**src/rtl/quad_enc_counter.sv**
```systemverilog
// rtl/quad_enc_counter.sv - quadrature encoder counter with sync, glitch filter, 4x decode and index handling
module quad_enc_counter #(
    parameter int WIDTH    = 18,
    parameter int FILT_LEN = 3,
    parameter int IDX_MODE = 0,
    parameter int SAT      = 0
) (
    input  logic             Clk,
    input  logic             Rst_n,
    input  logic [1:0]       Enc,
    input  logic             Enc_I,
    input  logic             Clr,
    input  logic             Err_Clr,
    output logic [WIDTH-1:0] Count,
    output logic             Dir,
    output logic             Step,
    output logic             Err,
    output logic [WIDTH-1:0] Index_Latch,
    output logic             Index_Valid
);

    typedef enum logic {ST_INIT, ST_RUN} state_t;

    localparam logic [3:0]       FILT_LAST = 4'(FILT_LEN - 1);
    localparam logic [4:0]       INIT_LAST = 5'(FILT_LEN);
    localparam logic [WIDTH-1:0] CNT_MAX   = '1;

    state_t           state, state_nxt;
    logic [2:0]       pin_raw;      // {B, A, I}
    logic [2:0]       sync1, sync2;
    logic [2:0]       filt;
    logic [3:0]       filt_cnt [3];
    logic [4:0]       init_cnt;
    logic             init_done;
    logic [1:0]       enc_old;
    logic             idx_old;

    logic [1:0]       enc_cur;
    logic             run;
    logic             step_up, step_dn, illegal, idx_rise;
    logic             idx_clr, idx_lat;
    logic [WIDTH-1:0] count_stepped;
    logic [WIDTH-1:0] count_nxt;

    assign pin_raw = {Enc[1], Enc[0], Enc_I};

    // Two-flop synchroniser for all three pins
    always_ff @(posedge Clk or negedge Rst_n) begin
        if (!Rst_n) begin
            sync1 <= '0;
            sync2 <= '0;
        end else begin
            sync1 <= pin_raw;
            sync2 <= sync1;
        end
    end

    // Startup stability counter; one extra cycle guards against the reset-zeroed synchroniser looking stable
    always_ff @(posedge Clk or negedge Rst_n) begin
        if (!Rst_n) begin
            init_cnt <= '0;
        end else if (state != ST_INIT || sync1 != sync2) begin
            init_cnt <= '0;
        end else if (!init_done) begin
            init_cnt <= init_cnt + 5'd1;
        end
    end

    assign init_done = (state == ST_INIT) && (sync1 == sync2) && (init_cnt == INIT_LAST);

    // Decode state register
    always_ff @(posedge Clk or negedge Rst_n) begin
        if (!Rst_n) begin
            state <= ST_INIT;
        end else begin
            state <= state_nxt;
        end
    end

    // Next state: leave INIT once the pins have settled; RUN is terminal until reset
    always_comb begin
        state_nxt = state;
        case (state)
            ST_INIT: if (init_done) state_nxt = ST_RUN;
            default: state_nxt = ST_RUN;
        endcase
    end

    // Per-pin stability filter; tracks the synchronised pins directly while in INIT
    always_ff @(posedge Clk or negedge Rst_n) begin
        if (!Rst_n) begin
            filt <= '0;
            for (int i = 0; i < 3; i++) filt_cnt[i] <= '0;
        end else begin
            for (int i = 0; i < 3; i++) begin
                if (state == ST_INIT) begin
                    filt[i]     <= sync2[i];
                    filt_cnt[i] <= '0;
                end else if (sync2[i] != filt[i]) begin
                    if (filt_cnt[i] == FILT_LAST) begin
                        filt[i]     <= sync2[i];
                        filt_cnt[i] <= '0;
                    end else begin
                        filt_cnt[i] <= filt_cnt[i] + 4'd1;
                    end
                end else begin
                    filt_cnt[i] <= '0;
                end
            end
        end
    end

    // Previous-state registers; primed from the synchroniser in INIT so startup levels never decode
    always_ff @(posedge Clk or negedge Rst_n) begin
        if (!Rst_n) begin
            enc_old <= '0;
            idx_old <= 1'b0;
        end else if (state == ST_INIT) begin
            enc_old <= sync2[2:1];
            idx_old <= sync2[0];
        end else begin
            enc_old <= filt[2:1];
            idx_old <= filt[0];
        end
    end

    // 4x decode, overflow arithmetic and index resolution
    always_comb begin
        enc_cur = filt[2:1];
        run     = (state == ST_RUN);
        step_up = 1'b0;
        step_dn = 1'b0;
        if (run) begin
            case ({enc_old, enc_cur})
                4'b0001, 4'b0111, 4'b1110, 4'b1000: step_up = 1'b1;
                4'b0100, 4'b1101, 4'b1011, 4'b0010: step_dn = 1'b1;
                default: ;
            endcase
        end
        illegal  = run && (enc_cur == ~enc_old);
        idx_rise = run && filt[0] && !idx_old;

        count_stepped = Count;
        if (step_up) begin
            if (SAT != 0 && Count == CNT_MAX) count_stepped = Count;
            else                              count_stepped = Count + WIDTH'(1);
        end else if (step_dn) begin
            if (SAT != 0 && Count == '0)      count_stepped = Count;
            else                              count_stepped = Count - WIDTH'(1);
        end

        idx_clr   = (IDX_MODE == 1) && idx_rise;
        idx_lat   = (IDX_MODE == 2) && idx_rise;
        count_nxt = idx_clr ? '0 : count_stepped;
    end

    // Output registers: Clr outranks index clear, which outranks stepping
    always_ff @(posedge Clk or negedge Rst_n) begin
        if (!Rst_n) begin
            Count       <= '0;
            Dir         <= 1'b0;
            Step        <= 1'b0;
            Err         <= 1'b0;
            Index_Latch <= '0;
            Index_Valid <= 1'b0;
        end else if (Clr) begin
            Count       <= '0;
            Dir         <= 1'b0;
            Step        <= 1'b0;
            Err         <= 1'b0;
            Index_Latch <= '0;
            Index_Valid <= 1'b0;
        end else begin
            Count       <= count_nxt;
            Step        <= step_up | step_dn;
            Index_Valid <= idx_clr | idx_lat;
            if (step_up | step_dn) Dir <= step_up;
            if (illegal)           Err <= 1'b1;
            else if (Err_Clr)      Err <= 1'b0;
            if (idx_lat)           Index_Latch <= count_stepped;
        end
    end

endmodule

```
**config.mk**
```make
export PLATFORM = sky130hd
export DESIGN_NAME = quad_enc_counter
export DESIGN_NICKNAME = d
export VERILOG_FILES = /design/src/rtl/quad_enc_counter.sv
export SDC_FILE = /design/constraint.sdc
export NUM_CORES = 1
export LEC_CHECK = 0
export BUFFER_PORTS_ARGS = -buffer_cell sky130_fd_sc_hd__buf_2
export CAP_MARGIN = 20
export CORE_MARGIN = 4
export CORE_UTILIZATION = 30
export CTS_CLUSTER_DIAMETER = 40
export CTS_CLUSTER_SIZE = 25
export DETAILED_ROUTE_END_ITERATION = 7
export PLACE_DENSITY = 0.61
export SKIP_CTS_REPAIR_TIMING = 1
export SYNTH_ARGS = -nofsm -noshare
export SYNTH_HDL_FRONTEND = slang
export SYNTH_SLANG_ARGS = --single-unit
```
**constraint.sdc**
```tcl
create_clock -name Clk -period 3 [get_ports Clk]
set_input_delay 0 -clock Clk [delete_from_list [all_inputs] [get_ports Clk]]
set_output_delay 0 -clock Clk [all_outputs]
set_load 0.03 [all_outputs]
```
# Yosys cells after proc, flatten, opt, wreduce, memory -nomap -nowiden
# Cells that the tools add are included.
[word_totals]
ff_bits = 45
input_bits = 7
[classes]
add_sub_neg = 5
n_eq_ne = 21
muxes = 30
n_bitwise = 3
reduce_logical = 11
[ops]
columns = ["cell", "count"]
rows = [
  ["two-way mux 18 bit", 3],
  ["two-way mux 4 bit", 6],
  ["adder 18 x 1 -> 18 bit, second input constant", 1],
  ["two-way mux 1 bit", 18],
  ["subtractor 18 x 1 -> 18 bit, second input constant", 1],
  ["equality test 4 bit, second input constant", 4],
  ["equality test 4 x 2 -> 1 bit, second input constant", 3],
  ["two-way mux 5 bit", 2],
  ["inequality test 2 x 1 -> 1 bit, second input constant", 5],
  ["adder 4 x 1 -> 4 bit, second input constant", 2],
  ["equality test 4 x 3 -> 1 bit, second input constant", 2],
  ["OR reduction 4 bit", 2],
  ["nonzero test 3 bit", 2],
  ["adder 5 x 1 -> 5 bit, second input constant", 1],
  ["equality test 5 x 2 -> 1 bit, second input constant", 1],
  ["equality test 4 x 1 -> 1 bit, second input constant", 1],
  ["AND reduction 2 bit", 2],
  ["equality test 3 bit", 1],
  ["logical AND 1 bit", 3],
  ["inequality test 3 bit", 1],
  ["equality test 2 bit", 1],
  ["two-way mux 2 bit", 1],
  ["inequality test 1 bit", 2],
  ["NOT 2 bit", 1],
  ["other kinds (4)", 4],
]

# Longest topological paths before layout
# Gate-level depths: netlist of the first run.
[depth]
ltp_word = 7
ltp_mapped = 9
ltp_nobuf = 9

# Worst setup path before layout of the first run
# OpenSTA, ideal clock, no wires.
[synth_timing]
path_type = "register -> register"
from = "register filt[2]"
to = "register Count[17]"
setup_ps = 128
arrival_time_ps = 3131
slack_ps = -259
path_stages_with_launch = 10
path_buffers = 0
period_less_slack_ps = 3259
cell_sequence = "dfrtp_1 > xnor2_1 > nand3_1 > ha_1 > nand3_1 > a211o_1 > a311oi_1 > nor4_1 > a311oi_1 > mux2_1"
[synth_between]
elab_chain_cells = 6
elab_cells_between_ends = 17
cone_classes = "eq/ne (8); mux (6); reduce/logical (3)"
[synth_lines]
columns = ["element", "line_no", "text"]
rows = [
  ["start: declaration", "31", "logic [2:0] filt;"],
  ["start signal: indexed assignment", "97", "filt[i] <= sync2[i];"],
  ["start signal: indexed assignment", "101", "filt[i] <= sync2[i];"],
  ["equality test 4 x 1 -> 1 bit, or another cell as far along", "134", "case ({enc_old, enc_cur})"],
  ["OR reduction 4 bit", "134", ""],
  ["two-way mux 1 bit", "134", ""],
  ["two-way mux 1 bit", "133", "if (run) begin"],
  ["two-way mux 18 bit", "144", "if (step_up) begin"],
  ["two-way mux 18 bit", "166", "end else if (Clr) begin"],
  ["end signal: assignment", "174", "Count <= count_nxt;"],
  ["end: declaration", "14", "output logic [WIDTH-1:0] Count,"],
]
# Parallel ways exist; a longest one is shown, timed or not.
# A chain may end at the register's enable or synchronous reset.

# Worst setup path after layout of the first run
[layout_timing]
from = "register enc_old[0]"
to = "register Count[17]"
[layout_between]
elab_chain_cells = 6
elab_cells_between_ends = 17
cone_classes = "eq/ne (8); mux (6); reduce/logical (3)"
[layout_lines]
columns = ["element", "line_no", "text"]
rows = [
  ["start: declaration", "35", "logic [1:0] enc_old;"],
  ["start signal: assignment", "119", "enc_old <= sync2[2:1];"],
  ["start signal: assignment", "122", "enc_old <= filt[2:1];"],
  ["equality test 4 x 1 -> 1 bit, or another cell as far along", "134", ""],
  ["OR reduction 4 bit", "134", ""],
  ["two-way mux 1 bit", "134", ""],
  ["two-way mux 1 bit", "133", ""],
  ["two-way mux 18 bit", "144", ""],
  ["two-way mux 18 bit", "166", ""],
]
# Parallel ways exist; a longest one is shown, timed or not.

==> summary.md, run 1 <==
| Metric | Value |
|---|---|
| Max_slew headroom | 0.5376 |
| Flop pwr share | 0.469 |
| Sum Neg Setup Slack | 0 ns |
| Static leakage | 1.676 nW |
| Layout cells sized above 1 | 0.1994 |
| Total power | 1.352 mW |
| Pin count of the biggest net entering global routing | 46 |
| Fin. max-slew vios | 0 |
| All-Layer GR Usage | 0.1113 |
| Logic pwr share | 0.168 |
| Total gr overflow | 0 |
| Met2 track demand over resource | 0.1942 |
| Post-layout min period | around 2.9 ns |
| Tightest Pin Transition | approximately 0.7 ns |
| Main synth FF type | dfrtp_1 |
| Placed Cells | approximately 440 |
| Switch share | 0.2876 |
| GR Util met1 | 0.1396 |
| Vias/cell | 4.833 |
| Routed wire length | ~6000 um |
| I/O Pins | 47 |
| Yosys reg bits | 45 |
| Setup violations, final | 0 |
| CP Class | reg2reg |
| Post-synthesis sequential area ratio | 0.4027 |
| Max Clock Freq | 349.4 MHz |
| GR Util met3 | 0.02466 |
| Hold_ws | between 0.03 and 0.04 ns |
| Pre-Repair DR Iteration Count | 4 |
| Antenna violations before repair | 0 |
| Critical Path RT | between 3 and 4 ns |
| Gr busiest metal | met2 |
| Clk_skew | between 0.009 and 0.01 ns |
| Asr flop ratio synth | 1.000 |
| Cell variety after synth | 45 |
| Final Wtd Congestion | ~0.90 |
| Max VDD drop | 0.2205 mV |
| Vias in the first global route | roughly 2200 |
| Post-synth EDFFs | 0 |
| Post-Syn Instances | slightly below 300 |
| Rows | 34 |
| Port Buffers | 27 |
| Full die area | about 11000 um^2 |
| Worst Setup Start Kind | flip-flop |
| CORE AREA | about 8900 um^2 |
| Switching power total | between 300 and 400 uW |
| Pwr Density | 402.8 nW/um^2 |
| Die W | about 100 um |
| Area Growth Syn to Fin | 20.00% |
| Non-filler instance count after layout | 454 |
| Tcrit/Tclk final | 0.9541 |
| Clock Path Buffers | 2 |
| Mapped cell area | 2796 um^2 |
| Crit path top cell by count | buf_4 |
| Nets | 374 |
| CP peak stage delay | approximately 0.45 ns |
| Clock tree sinks | 45 |
| DRC viols | 0 |
| Wire per inst | 13.18 um |
| Synthesized area per cell | 9.512 um^2 |
| Worst-skew pair later-pin latency | slightly above 0.3 ns |
| DR vias | ~2200 |
| Final Hold Viols | 0 |
| Synth Warn # | 0 |
| Starting Density | 0.3145 |
| H-tree lvl count | 2 |
| ANT nets after route | 0 |
| Crit. End Element | flip-flop |
| Hold Crit Class | in2reg |
| CP Cell Sequence | xnor2_4, nand3_4, buf_4, ha_1, buf_4, nand4_1, a311oi_2, nor4_1, a311oi_1, mux2_1 |
| Drt initial violations | 85 |
| TritonCTS buffer count | 5 |
| DPL Wire Length | between 4000 and 5000 um |
| First-pass GRT wire length | slightly above 10000 um |
| CP arrival | just over 3 ns |
| Die Ht | about 100 um |
| Slowest CP cell | dfrtp_1 |
| Clk root buf | clkbuf_8 |
| CTS tree | yes |
| MaxCap Viol Count | 0 |
| CTS clock-pin slew for the worst setup and hold paths | 0.10 ns |
| Outcome | finished clean |
| Critical path peak fanout | 11 |
| Diodes inserted | 0 |
| Clock network power share | 0.363 |
| Pint | 962.9 uW |
worst max-delay path, delay by kind of cell (launching register included):
family	cells	cell delay [ns]
adder cells (fa/ha/maj)	1	0.32
flip-flops	1	0.45
XOR/XNOR	1	0.26
buffers and inverters	2	0.36
multiplexers	1	0.34
AO/OA/AOI/OAI	2	0.62
AND/OR/NAND/NOR	3	0.40
power by group through the flow:
| stage | Sequential (mW) | Clock, mW | Combinational, mW |
|---|---|---|---|
| floorplan | 0.651 | 0 | 0.165 |
| global placement | 0.643 | 0 | 0.208 |
| detailed placement | 0.644 | 0 | 0.209 |
| CTS | 0.632 | 0.506 | 0.210 |
| global route | 0.637 | 0.539 | 0.252 |
| finish | 0.635 | 0.490 | 0.227 |
cells in the mapped netlist (all sizes together), types with 3 or more instances:
master | n | area (um^2)
a21oi | 19 | 95.09
nand2 | 30 | 112.6
nand3 | 17 | 85.08
dfrtp | 45 | 1126
mux2 | 6 | 67.56
ha | 21 | 262.8
o22ai | 3 | 18.77
buf | 21 | 151.4
nor2 | 26 | 97.59
or4 | 3 | 22.52
and3 | 4 | 25.02
inv | 8 | 30.03
a31oi | 3 | 18.77
o21ai | 11 | 55.05
xor2 | 18 | 165.2
a21o | 9 | 67.56
xnor2 | 12 | 105.1
clkbuf | 4 | 25.02
o21a | 4 | 30.03
cells by family (layout without fill, tap and decap cells):
group | count (synthesis) | after routing | share of synthesized area
and+or+nand+nor | 93 | 94 | 0.1530
AOI/OAI and AO/OA | 62 | 62 | 0.1400
DFF | 45 | 45 | 0.4027
buffers and inverters | 33 | 66 | 0.07382
xor gates and xnor gates | 30 | 30 | 0.09664
adders and majority gates | 22 | 22 | 0.1011
muxes | 8 | 8 | 0.03132
other | 1 | 19 | 0.001341
final cells by class:
cell class	count	area, um^2
fill	897	5535
multi-input combinational	235	1613
sequential	45	1129
timing repair buffer	50	330.3
tap	108	135.1
clock buffer	5	68.82
clock inverter	3	50.05
inverter	8	30.03
state kept, by name (all words and copies together), names as in the netlist:
register / count
Count: 18
Dir: 1
Err: 1
Step: 1
enc_old: 2
filt: 2
filt_cnt: 8
init_cnt: 5
run: 1
sync1: 3
sync2: 3
through the flow:
stage	cell area [um^2]	util	setup WS (ns)
after floorplan	2877	-	0.03874
after global placement	3083	0.3467	0.1085
after detailed placement	3083	0.3467	-0.01795
after CTS	3202	0.3601	-0.03567
after global routing	3356	0.3774	-0.02090
final	3356	0.3774	0.1377
path summary, 6_finish.rpt:
path                                      start                     to  slack, ns  cells past startpoint
setup / recovery           enc_old[0]$_DFF_PN0_  Count[17]$_DFFE_PN0P_       0.14                     10
hold / removal                          Err_Clr        Err$_DFFE_PN0P_       0.04                      4
setup reg to reg           enc_old[0]$_DFF_PN0_  Count[17]$_DFFE_PN0P_       0.14                     10
hold reg to reg              sync1[0]$_DFF_PN0_     sync2[0]$_DFF_PN0_       0.40                      0
max in group asynchronous                 Rst_n    filt[1]$_DFFE_PN0P_       2.50                      3
min in group asynchronous                 Rst_n  filt_cnt[2]$_DFF_PN0_       0.05                      2
layer usage:
metal,part of all wire,up-vias,wire (um)
li1,-,1099,-
met1,0.46,1038,2753
met2,0.49,49,2916
met3,0.038,8,228
met4,0.014,0,85
met5,0,-,0
cells in the final DEF (no fill, tap or decap), drive strengths merged, types with 4 or more instances in the layout:
master	netlist	final
nand2	30	30
dlygate4sd3	0	4
conb	1	19
nand3	17	18
inv	8	9
a21o	9	9
and3	4	4
clkbuf	4	5
o21ai	11	11
a21oi	19	19
nor2	26	26
mux2	6	6
xor2	18	18
xnor2	12	12
o21a	4	4
ha	21	21
buf	21	46
dfrtp	45	45
(Power assumes the default switching activity.)
==> run 2, diff against run 1 <==
--- a/config.mk
+++ b/config.mk
@@ -12,6 +12,7 @@
 export CTS_CLUSTER_DIAMETER = 40
 export CTS_CLUSTER_SIZE = 25
 export DETAILED_ROUTE_END_ITERATION = 7
+export MAX_ROUTING_LAYER = met4
 export PLACE_DENSITY = 0.61
 export SKIP_CTS_REPAIR_TIMING = 1
 export SYNTH_ARGS = -nofsm -noshare
==> summary.md, run 2 (synthesis results as in run 1) <==
| Metric | Value |
|---|---|
| Outcome | finished clean |
| CORE AREA | 8891 um^2 (unchanged) |
| H-tree lvl count | 2 (unchanged) |
| CP arrival | 3.06 ns (about the same) |
| Starting Density | 0.3145 (unchanged) |
| Tightest Pin Transition | 0.6839 ns (unchanged) |
| Wire per inst | 13.17 um (about the same) |
| Port Buffers | 27 (unchanged) |
| DRC viols | 0 (unchanged) |
| Pwr Density | 402.6 nW/um^2 (about the same) |
| Worst-skew pair later-pin latency | 0.31 ns (about the same) |
| Placed Cells | 437 (unchanged) |
| Clock Path Buffers | 2 (unchanged) |
| Max_slew headroom | 0.5376 (unchanged) |
| Max VDD drop | 0.2207 mV (+0.10%) |
| Nets | 374 (unchanged) |
| Critical Path RT | 3.20 ns (about the same) |
| Max Clock Freq | 349.5 MHz (about the same) |
| All-Layer GR Usage | 0.1147 (+0.003359) |
| Slowest CP cell | dfrtp_1 |
| CP peak stage delay | 0.45 ns (about the same) |
| Layout cells sized above 1 | 0.1994 (unchanged) |
| I/O Pins | 47 (unchanged) |
| Post-layout min period | 2.862 ns (-0.0006730 ns) |
| Hold Crit Class | in2reg |
| CTS tree | yes |
| MaxCap Viol Count | 0 (unchanged) |
| Critical path peak fanout | 11 (unchanged) |
| Pin count of the biggest net entering global routing | 46 (unchanged) |
| Static leakage | 1.676 nW (unchanged) |
| Clk_skew | 0.009892 ns (+0.00002374 ns) |
| Non-filler instance count after layout | 454 (unchanged) |
| Max reg flops | 18 (unchanged) |
| Setup violations, final | 0 (unchanged) |
| Fin. max-slew vios | 0 (unchanged) |
| CP Cell Sequence | xnor2_4, nand3_4, buf_4, ha_1, buf_4, nand4_1, a311oi_2, nor4_1, a311oi_1, mux2_1 |
| Full die area | 10930 um^2 (unchanged) |
| Worst Setup Start Kind | flip-flop |
| Drt initial violations | 82 (-3.5%) |
| Area Growth Syn to Fin | 20.00% (unchanged) |
| Top flop regs | Count x18, filt_cnt x8, init_cnt x5 |
| Clock tree sinks | 45 (unchanged) |
| First-pass GRT wire length | 10150 um (about the same) |
| Die W | 104.5 um (unchanged) |
| Clk root buf | clkbuf_8 |
| Final Wtd Congestion | 0.9183 (+1.7%) |
| Final Hold Viols | 0 (unchanged) |
| Largest register by flop count | Count |
| Final core occ | 0.3774 (unchanged) |
| ANT nets after route | 0 (unchanged) |
| Pre-Repair DR Iteration Count | 4 (unchanged) |
| Crit path top cell by count | buf_4 |
| Rows | 34 (unchanged) |
| DR vias | 2189 (-0.23%) |
| Most common cell after layout, fill and taps aside | dfrtp_1 |
| Crit. End Element | flip-flop |
| Tcrit/Tclk final | 0.9539 (about the same) |
| Die Ht | 104.5 um (unchanged) |
| CTS clock-pin slew for the worst setup and hold paths | 0.10 ns (about the same) |
| TritonCTS buffer count | 5 (unchanged) |
| Commonest non-fill, non-tap cells in the layout | dfrtp_1 (43), nand2_1 (30), buf_2 (27) |
| Total gr overflow | 0 (unchanged) |
| Family with the most delay on the worst path | compound AO/OA/AOI/OAI gates |
| Antenna violations before repair | 0 (unchanged) |
| Diodes inserted | 0 (unchanged) |
| Sum Neg Setup Slack | 0 ns (unchanged) |
| CP Class | reg2reg |
| Vias in the first global route | 2171 (unchanged) |
| WP buf/inv | 2 (unchanged) |
| Vias/cell | 4.822 (-0.23%) |
| DPL Wire Length | 4360 um (unchanged) |
| Routed wire length | 5981 um (about the same) |
-- run 2: final timing paths --
| path | start | end | slack [ns] | depth (start not counted) |
|---|---|---|---|---|
| setup / recovery | enc_old[0]$_DFF_PN0_ | Count[17]$_DFFE_PN0P_ | 0.14 | 10 |
| hold / removal | Err_Clr | Err$_DFFE_PN0P_ | 0.04 | 4 |
| setup reg to reg | enc_old[0]$_DFF_PN0_ | Count[17]$_DFFE_PN0P_ | 0.14 | 10 |
| hold reg to reg | sync1[0]$_DFF_PN0_ | sync2[0]$_DFF_PN0_ | 0.40 | 0 |
| max in group asynchronous | Rst_n | filt[1]$_DFFE_PN0P_ | 2.50 | 3 |
| min in group asynchronous | Rst_n | filt_cnt[2]$_DFF_PN0_ | 0.05 | 2 |
-- run 2: routing by layer --
metal | wire length [um] | vias up | track usage
met3 | 220 | 8 | 0.02343
met4 | 83 | 0 | 0.02849
met2 | 2911 | 46 | 0.1937
met5 | 0 | - | -
met1 | 2765 | 1036 | 0.1408
li1 | - | 1099 | -
-- run 2: report_power, final --
part | internal, mW | total [mW] | switching (mW)
combinational | 0.0880 | 0.227 | 0.139
clock | 0.256 | 0.490 | 0.234
sequential | 0.619 | 0.635 | 0.0152
total | 0.963 | 1.35 | 0.388
-- run 2: area by class of cell --
type | instances | area [um^2]
Tap cell | 108 | 135.1
Sequential cell | 45 | 1129
Clock buffer | 5 | 68.82
Fill cell | 897 | 5535
Inverter | 8 | 30.03
Clock inverter | 3 | 50.05
Multi-Input combinational cell | 235 | 1613
Timing Repair Buffer | 50 | 330.3
-- run 2: worst register-to-register path: stages, from the launching register on --
cell,delay [ns]
dfrtp_1,0.45
xnor2_4,0.27
nand3_4,0.14
buf_4,0.21
ha_1,0.33
buf_4,0.15
nand4_1,0.17
a311oi_2,0.35
nor4_1,0.09
a311oi_1,0.27
mux2_1,0.34
-- run 2: per-stage QoR --
step / hold WS, ns / worst slack, ns / cell area, um^2 / total power [mW]
2_1_floorplan: -0.2956 / 0.03874 / 2877 / 0.8153
3_3_place_gp: 0.1080 / 0.1085 / 3083 / 0.8517
3_5_place_dp: 0.1105 / -0.01795 / 3083 / 0.8530
4_1_cts: -0.2143 / -0.03567 / 3202 / 1.348
5_1_grt: 0.04776 / -0.02090 / 3356 / 1.428
6_report: 0.03805 / 0.1384 / 3356 / 1.351
==> run 3, diff against run 2 <==
--- a/config.mk
+++ b/config.mk
@@ -8,13 +8,15 @@
 export BUFFER_PORTS_ARGS = -buffer_cell sky130_fd_sc_hd__buf_2
 export CAP_MARGIN = 20
 export CORE_MARGIN = 4
-export CORE_UTILIZATION = 30
+export CORE_UTILIZATION = 51
 export CTS_CLUSTER_DIAMETER = 40
 export CTS_CLUSTER_SIZE = 25
 export DETAILED_ROUTE_END_ITERATION = 7
 export MAX_ROUTING_LAYER = met4
-export PLACE_DENSITY = 0.61
+export PLACE_DENSITY = 0.87
+export REMOVE_ABC_BUFFERS = 1
 export SKIP_CTS_REPAIR_TIMING = 1
 export SYNTH_ARGS = -nofsm -noshare
 export SYNTH_HDL_FRONTEND = slang
 export SYNTH_SLANG_ARGS = --single-unit
+export TNS_END_PERCENT = 30
==> summary.md, run 3 (synthesis results as in run 1) <==
| Metric | Value |
|---|---|
| Critical Path RT | 3.21 ns (about the same) |
| Wire per inst | 13.91 um (+5.6%) |
| Max_slew headroom | 0.5324 (-0.005221) |
| Antenna violations before repair | 0 (unchanged) |
| Static leakage | 1.621 nW (-3.3%) |
| All-Layer GR Usage | 0.1898 (+0.07516) |
| Placed Cells | 393 (-10%) |
| CP arrival | 3.01 ns (-0.05 ns) |
| Unrepaired setup endpoints after global routing | no |
| Rows | 26 (-24%) |
| CORE AREA | 5205 um^2 (-41%) |
| Clock Path Buffers | 2 (unchanged) |
| Commonest non-fill, non-tap cells in the layout | dfrtp_1 (44), nand2_1 (30), buf_2 (27) |
| Gr busiest metal | met2 |
| Pin count of the biggest net entering global routing | 46 (unchanged) |
| ANT nets after route | 0 (unchanged) |
| Sum Neg Setup Slack | 0 ns (unchanged) |
| Fin. max-slew vios | 0 (unchanged) |
| Full die area | 6732 um^2 (-38%) |
| Vias in the first global route | 2197 (+1.2%) |
| Critical path peak fanout | 20 (+9) |
| CP Class | reg2reg |
| H-tree lvl count | 2 (unchanged) |
| Switching power total | 376.5 uW (-3.0%) |
| Clk_skew | 0.01485 ns (+0.004955 ns) |
| Pwr Density | 397.0 nW/um^2 (-1.4%) |
| Diodes inserted | 0 (unchanged) |
| Clk root buf | clkbuf_8 |
| Failing checks | negative hold slack |
| Met2 track demand over resource | 0.3271 (+0.1334) |
| Top flop regs | Count x18, filt_cnt x8, init_cnt x5 |
| I/O Pins | 47 (unchanged) |
| Drt initial violations | 129 (+57%) |
| Routed wire length | 5647 um (-5.6%) |
| DRC viols | 0 (unchanged) |
| Switch share | 0.2971 (+0.009815) |
| Total power | 1.267 mW (-6.2%) |
| Pre-Repair DR Iteration Count | 4 (unchanged) |
| Pint | 890.6 uW (-7.5%) |
| Port Buffers | 27 (unchanged) |
| First-pass GRT wire length | 9584 um (-5.6%) |
| Total gr overflow | 0 (unchanged) |
| Crit. End Element | flip-flop |
| Flop pwr share | 0.499 (+0.029) |
| Worst Setup Start Kind | flip-flop |
| Setup violations, final | 0 (unchanged) |
| Nets | 364 (-2.7%) |
| Non-filler instance count after layout | 406 (-11%) |
| Outcome | complete, but fails checks |
| DR vias | 2204 (+0.69%) |
| Final Wtd Congestion | 0.9317 (+1.5%) |
| Final core occ | 0.6132 (+0.2358) |
| GR Util met1 | 0.2107 (+0.06999) |
| Clock network power share | 0.331 (-0.031) |
| CTS tree | yes |
| Most common cell after layout, fill and taps aside | dfrtp_1 |
| Tcrit/Tclk final | 0.9344 (-0.01951) |
| Tightest Pin Transition | 0.6917 ns (+0.007724 ns) |
| GR Util met3 | 0.03399 (+0.01056) |
| Vias/cell | 5.429 (+13%) |
| Max Clock Freq | 356.8 MHz (+2.1%) |
| Clock tree sinks | 45 (unchanged) |
| Final Hold Viols | 1 (+1) |
| Die Ht | 82.05 um (-22%) |
| Hold Crit Class | in2reg |
| Logic pwr share | 0.170 (+0.002) |
| Hold_ws | -0.009574 ns (-0.04762 ns) |
| Area Growth Syn to Fin | 14.14% |
| DPL Wire Length | 4049 um (-7.1%) |
| MaxCap Viol Count | 0 (unchanged) |
| TritonCTS buffer count | 5 (unchanged) |
| Starting Density | 0.5373 (+0.2227) |
| Largest register by flop count | Count |
| Internal reg-to-reg setup slack | 0.20 ns (+0.06 ns) |
| Die W | 82.05 um (-22%) |
| Max VDD drop | 0.3092 mV (+40%) |
| Layout cells sized above 1 | 0.1726 (-0.02680) |
| Post-layout min period | 2.803 ns (-0.05853 ns) |
| Max reg flops | 18 (unchanged) |
| Worst-skew pair later-pin latency | 0.32 ns (about the same) |
| CTS clock-pin slew for the worst setup and hold paths | 0.09 ns (about the same) |
[run 3: cell types whose count changed in the layout (fill, tap and decap cells not counted), sizes merged]
cell,change
clkinv,-1
buf,-9
clkinvlp,+1
bufinv,-1
nand3,-1
clkbuf,+1
[run 3: power groups by stage]
| stage | Sequential (mW) | Clock, mW | Combinational [mW] |
|---|---|---|---|
| after floorplan | 0.651 | 0 | 0.138 |
| after global placement | 0.643 | 0 | 0.199 |
| after detailed placement | 0.644 | 0 | 0.202 |
| after CTS | 0.632 | 0.429 | 0.203 |
| after global routing | 0.634 | 0.455 | 0.238 |
| final | 0.632 | 0.419 | 0.216 |
[run 3: area by class of cell]
type	count	area (um^2)
Fill cell	431	2013
Clock inverter	2	16.27
Sequential cell	45	1127
Tap cell	70	87.58
Timing Repair Buffer	41	275.3
Inverter	8	30.03
Multi-Input combinational cell	234	1573
Clock buffer	6	82.58
[run 3: path summary, 6_finish.rpt]
kind                                     startpoint                     to  cells past startpoint
worst max-delay path            filt[1]$_DFFE_PN0P_  Count[17]$_DFFE_PN0P_                     10
worst min-delay path                        Err_Clr        Err$_DFFE_PN0P_                      4
worst max register to register  filt[1]$_DFFE_PN0P_  Count[17]$_DFFE_PN0P_                     10
worst min register to register   sync1[2]$_DFF_PN0_     sync2[2]$_DFF_PN0_                      0
max in group asynchronous                     Rst_n    filt[1]$_DFFE_PN0P_                      3
min in group asynchronous                     Rst_n   Count[8]$_DFFE_PN0P_                      2
[run 3: per-stage QoR]
step	setup slack, ns	hold WS [ns]	cell area, um^2
final	0.1969	-0.009574	3192
after global placement	0.1401	0.1079	2990
after floorplan	-0.2591	-0.2956	2688
after detailed placement	0.02849	0.1097	2990
after CTS	0.01276	-0.2221	3089
after global routing	0.01145	0.04998	3192
[run 3: critical path, cell delays in order, from the launching register on]
cell	delay (ns)
dfrtp_2	0.46
xor2_2	0.18
nand3_1	0.13
buf_12	0.19
ha_1	0.35
a21oi_1	0.12
a211o_1	0.34
a311oi_2	0.25
nor4_1	0.08
a311oi_1	0.23
mux2_1	0.35
[run 3: layer usage]
| layer | vias up | part of all wire |
|---|---|---|
| li1 | 1083 | - |
| met2 | 52 | 0.51 |
| met3 | 7 | 0.050 |
| met4 | 0 | 0.017 |
| met1 | 1062 | 0.43 |
| met5 | - | 0 |
